--- src/rtl/router_input_fifo.sv ---
// router_input_fifo
//   Per-port input buffer of the 5-port NoC router. Flits arrive over the
//   RTS/DCTS link handshake and are kept in a circular buffer. The head flit
//   goes to the crossbar and the routing logic. A grant from any output
//   arbiter pops the head flit.
//
// Ports
//   clk                 rising-edge clock
//   rst                 asynchronous active-low reset
//   RX[DATA_WIDTH]      incoming flit from the upstream link
//   DRTS                upstream request-to-send, held high until CTS is seen
//   CTS                 registered one-cycle clear-to-send pulse to upstream
//   read_en_{N,E,W,S,L} grants from the output arbiters (pop requests)
//   Data_out            head flit, combinational from the read pointer
//   empty / full        occupancy is 0 / DEPTH
//   count[PTR_W+1]      current occupancy
//   err                 sticky protocol error: multi-grant or pop while empty
module router_input_fifo #(
  parameter int unsigned DATA_WIDTH = 32,
  parameter int unsigned DEPTH      = 4,
  parameter int unsigned PTR_W      = $clog2(DEPTH)
) (
  input  logic                  clk,
  input  logic                  rst,
  input  logic [DATA_WIDTH-1:0] RX,
  input  logic                  DRTS,
  output logic                  CTS,
  input  logic                  read_en_N,
  input  logic                  read_en_E,
  input  logic                  read_en_W,
  input  logic                  read_en_S,
  input  logic                  read_en_L,
  output logic [DATA_WIDTH-1:0] Data_out,
  output logic                  empty,
  output logic                  full,
  output logic [PTR_W:0]        count,
  output logic                  err
);

  typedef enum logic {
    IDLE = 1'b0,
    ACK  = 1'b1
  } cts_state_e;

  cts_state_e state_q, state_d;

  logic [DATA_WIDTH-1:0] mem [DEPTH];
  logic [PTR_W-1:0]      rd_ptr_q, rd_ptr_d;
  logic [PTR_W-1:0]      wr_ptr_q, wr_ptr_d;
  logic [PTR_W:0]        count_q, count_d;
  logic                  err_q, err_d;

  logic [4:0] grants;
  logic       rd_req;
  logic       multi_grant;
  logic       wr_fire;
  logic       rd_fire;

  assign grants = {read_en_N, read_en_E, read_en_W, read_en_S, read_en_L};
  assign rd_req = |grants;
  // Clearing the lowest set bit leaves something only if two or more were set.
  assign multi_grant = |(grants & (grants - 5'd1));

  assign empty = (count_q == '0);
  assign full  = (count_q == (PTR_W+1)'(DEPTH));

  // Accept only while CTS is low, so a held DRTS yields one flit per pulse.
  assign wr_fire = DRTS & (state_q == IDLE) & ~full;
  assign rd_fire = rd_req & ~empty;

  always_comb begin
    state_d  = state_q;
    rd_ptr_d = rd_ptr_q;
    wr_ptr_d = wr_ptr_q;
    count_d  = count_q;
    err_d    = err_q;

    unique case (state_q)
      IDLE:    if (wr_fire) state_d = ACK;
      ACK:     state_d = IDLE;
      default: state_d = IDLE;
    endcase

    if (wr_fire) wr_ptr_d = wr_ptr_q + PTR_W'(1);
    if (rd_fire) rd_ptr_d = rd_ptr_q + PTR_W'(1);

    if (wr_fire && !rd_fire)      count_d = count_q + (PTR_W+1)'(1);
    else if (rd_fire && !wr_fire) count_d = count_q - (PTR_W+1)'(1);

    if (multi_grant || (rd_req && empty)) err_d = 1'b1;
  end

  always_ff @(posedge clk or negedge rst) begin
    if (!rst) begin
      state_q  <= IDLE;
      rd_ptr_q <= '0;
      wr_ptr_q <= '0;
      count_q  <= '0;
      err_q    <= 1'b0;
    end else begin
      state_q  <= state_d;
      rd_ptr_q <= rd_ptr_d;
      wr_ptr_q <= wr_ptr_d;
      count_q  <= count_d;
      err_q    <= err_d;
    end
  end

  // Storage is not reset; contents are meaningless until written.
  always_ff @(posedge clk) begin
    if (wr_fire) mem[wr_ptr_q] <= RX;
  end

  assign Data_out = mem[rd_ptr_q];
  assign CTS      = (state_q == ACK);
  assign count    = count_q;
  assign err      = err_q;

endmodule

--- config.mk ---
export PLATFORM = sky130hd
export DESIGN_NAME = router_input_fifo
export DESIGN_NICKNAME = d
export VERILOG_FILES = /design/src/rtl/router_input_fifo.sv
export SDC_FILE = /design/constraint.sdc
export NUM_CORES = 1
export LEC_CHECK = 0
export ABC_AREA = 1
export CAP_MARGIN = 20
export CORE_MARGIN = 4
export CORE_UTILIZATION = 48
export DETAILED_ROUTE_END_ITERATION = 10
export GPL_ROUTABILITY_DRIVEN = 0
export MAX_ROUTING_LAYER = met4
export PLACE_DENSITY = 0.82
export SETUP_SLACK_MARGIN = 0.1
export SLEW_MARGIN = 20
export SYNTH_ARGS = -nofsm -noshare
export SYNTH_HDL_FRONTEND = slang
export SYNTH_SLANG_ARGS = --single-unit
--- constraint.sdc ---
create_clock -name clk -period 2.66 [get_ports clk]
set_input_delay 0.399 -clock clk [delete_from_list [all_inputs] [get_ports clk]]
set_output_delay 0.399 -clock clk [all_outputs]
set_load 0.005 [all_outputs]
==> flow_summary_export.csv <==
group,metric,value,unit
status,status,"finished, final reports clean",
floorplan,die_area,0.0129,mm²
clock_network,cts-root-buf,"clkbuf_8",
drt,routed-via-count,3499,
logic_synthesis,ys_seq_area_share,76.3,%
sta,finClkSkew,0.00740,ns
cells_and_area,final_common_cell,"edfxtp_1",
sta,slew_viol_final,0,
sta,max_slew_margin,70.3,%
sta,fin_crit,2.56,ns
cells_and_area,nets,533,
logic_synthesis,syn-mean-instance-area,13.8,µm²
logic_synthesis,syn_area,0.00533,mm²
sta,rsz0062_at_grt,"yes",
clock_network,cts_inserted_buffers,17,
critical_path,critPathCaptureType,"output port",
place,hpwl,6.57,mm
power,leakagePower,2.67,nW
clock_network,cts.sinks,137,
min_path,hold_class,"in2async",
cells_and_area,final_cell_mix,"edfxtp_1, nor2_1, clkdlybuf4s50_1",
sta,timing.final.crit_share,96.4,%
drt,ant_nets,0,
logic_synthesis,ys_types,20,
critical_path,critical-path-max-stage-delay,0.56,ns
drt,wl_per_cell,19.0,µm
critical_path,worstPathArrival,2.17,ns
floorplan,core-area,0.0108,mm²
floorplan,die_h,113,µm
power,peakVddDrop,0.609,mV
cells_and_area,num-fill-cells,767,
clock_network,clkTransAtPathRegs,0.06,ns
floorplan,die_w,113,µm
sta,fin_tns_setup,0,ns
logic_synthesis,synth_fp_nets,433,
cells_and_area,register_area,0.00407,mm²
cells_and_area,drive_above_1_share,12.0,%
critical_path,worst-path-max-fanout,10,
clock_network,cts_htree_levels,4,
power,power.density,1170,mW/mm²
sta,fin_hold_ws,0.202,ns
sta,layout_setup_ws,0.0957,ns
drt,totalWireLength,12.2,mm
global_route,grt_start_max_net_pins,35,
clock_network,cts_tree,"yes",
global_route,grt_pass1_vias,3555,
global_route,grtUsageTotal,19.4,%
drt,vias_per_cell,5.47,
sta,fmax,390,MHz
floorplan,pin_count,79,
place,port_buffers,78,
critical_path,cp_slowest_cell,"clkdlybuf4s50_1",
sta,setup_viol,0,
drt,drc,0,
drt,drtIter0Drc,317,
flow_run,cap_violations,0,
drt,drt_first_pass_iters,5,
floorplan,row_count,38,
sta,hold_viol,0,
critical_path,path_class,"reg2out",
critical_path,path_cells,"inv_8 -> buf_4 -> o21ai_0 -> o22ai_1 -> clkdlybuf4s50_1",
cells_and_area,area_growth,34.2,%
floorplan,start_util,49.2,%
cells_and_area,multi_input_area,0.00107,mm²
critical_path,crit_path_start_kind,"flop",
logic_synthesis,postSynthCellCount,387,
logic_synthesis,ys_warn_count,0,
global_route,antenna_found_initial,0,
place,dp_slack,0.309,ns
sta,worst-slew-pin-transition,0.444,ns
clock_network,clk_latency,0.51,ns
global_route,gr-total-overflow,0,
clock_network,clk_path_buf_depth,2,
logic_synthesis,ys_seq_elements,137,
cells_and_area,antenna_cells,0,
global_route,grt_pass1_wl,18.3,mm
critical_path,cp.required,2.26,ns
## logic make-up (layout without fill, tap and decap cells)
logic type,Yosys count,after routing,synth area share [%]
flip-flops,137,137,76.3
buffers and inverters,40,153,4.27
XOR/XNOR,1,1,0.164
AO/OA/AOI/OAI,97,97,9.85
adder cells (fa/ha/maj),6,6,1.55
AND/OR/NAND/NOR,106,106,7.86
## through the flow
step	cells	power, mW	cell area (µm²)	util [%]
after CTS	635	8.35	7030	64.9
after global routing	640	8.86	7160	66.0
after global placement	598	5.63	6310	58.3
final	640	8.40	7160	66.0
after floorplan	387	4.36	5330	-
after detailed placement	598	5.72	6310	58.3
## state kept, by name, indices dropped and copies added (netlist names)
name and cells:
err 1, CTS 1, wr_ptr_q 2, count 3
rd_ptr_q 2, mem 128
## power by group
part | switching [mW] | internal, mW | total, mW
registers | 0.155 | 2.75 | 2.91
clock network | 0.859 | 1.52 | 2.38
logic | 1.61 | 1.51 | 3.11
## final timing paths
path	start	cells past startpoint	to	slack, ns
worst max register to register	count[0]$_DFFE_PN0P_	11	count[2]$_DFFE_PN0P_	0.80
worst min register to register	count[2]$_DFFE_PN0P_	2	count[2]$_DFFE_PN0P_	0.54
min in group clk	read_en_N	3	err$_DFFE_PN0P_	0.52
worst max-delay path	rd_ptr_q[0]$_DFFE_PN0P_	5	Data_out[13]	0.1
max in group asynchronous	rst	1	rd_ptr_q[0]$_DFFE_PN0P_	2.13
worst min-delay path	rst	1	rd_ptr_q[1]$_DFFE_PN0P_	0.20
## cells in the mapped netlist (all sizes together)
cell / number / share of area [%]
edfxtp: 128 / 72
nor2: 72 / 5.1
o21ai: 65 / 6.1
o22ai: 32 / 3.8
nand2: 22 / 1.5
inv: 20 / 1.4
buf: 17 / 2.6
dfrtp: 9 / 4.2
nand3: 8 / 0.75
ha: 5 / 1.2
clkbuf: 3 / 0.26
nand4: 3 / 0.35
fa: 1 / 0.38
nand3b: 1 / 0.14
xnor2: 1 / 0.16
## area by class of cell
class                           count  area share (%)
Clock inverter                     15            2.78
Tap cell                          140            2.45
Clock buffer                       17            5.79
Inverter                           20            1.22
Sequential cell                   137            56.9
Timing Repair Buffer              101            16.0
Multi-Input combinational cell    210            14.9
## worst max-delay path, delay by kind of cell, from the launching register on
family	cells	cell delay (ns)
AO/OA/AOI/OAI	2	0.30
buffers and inverters	3	0.85
flip-flops	1	0.50
## per-layer routing
layer / global-route usage (%) / vias to the layer above / routed length (µm)
li1: - / 1622 / -
met1: 23.6 / 1729 / 5080
met2: 31.9 / 131 / 6220
met3: 5.09 / 17 / 682
met4: 6.01 / 0 / 180
met5: - / - / 0
## timing repair
action | 4_1_cts | 5_1_grt
hold buffers | 0 | 0
endpoints found under the setup margin | 26 | 28
gates cloned | 2 | 2
gates resized for setup | 8 | 19
setup buffers | 3 | 3
pin swaps | 0 | 5
(Power assumes the default switching activity.)
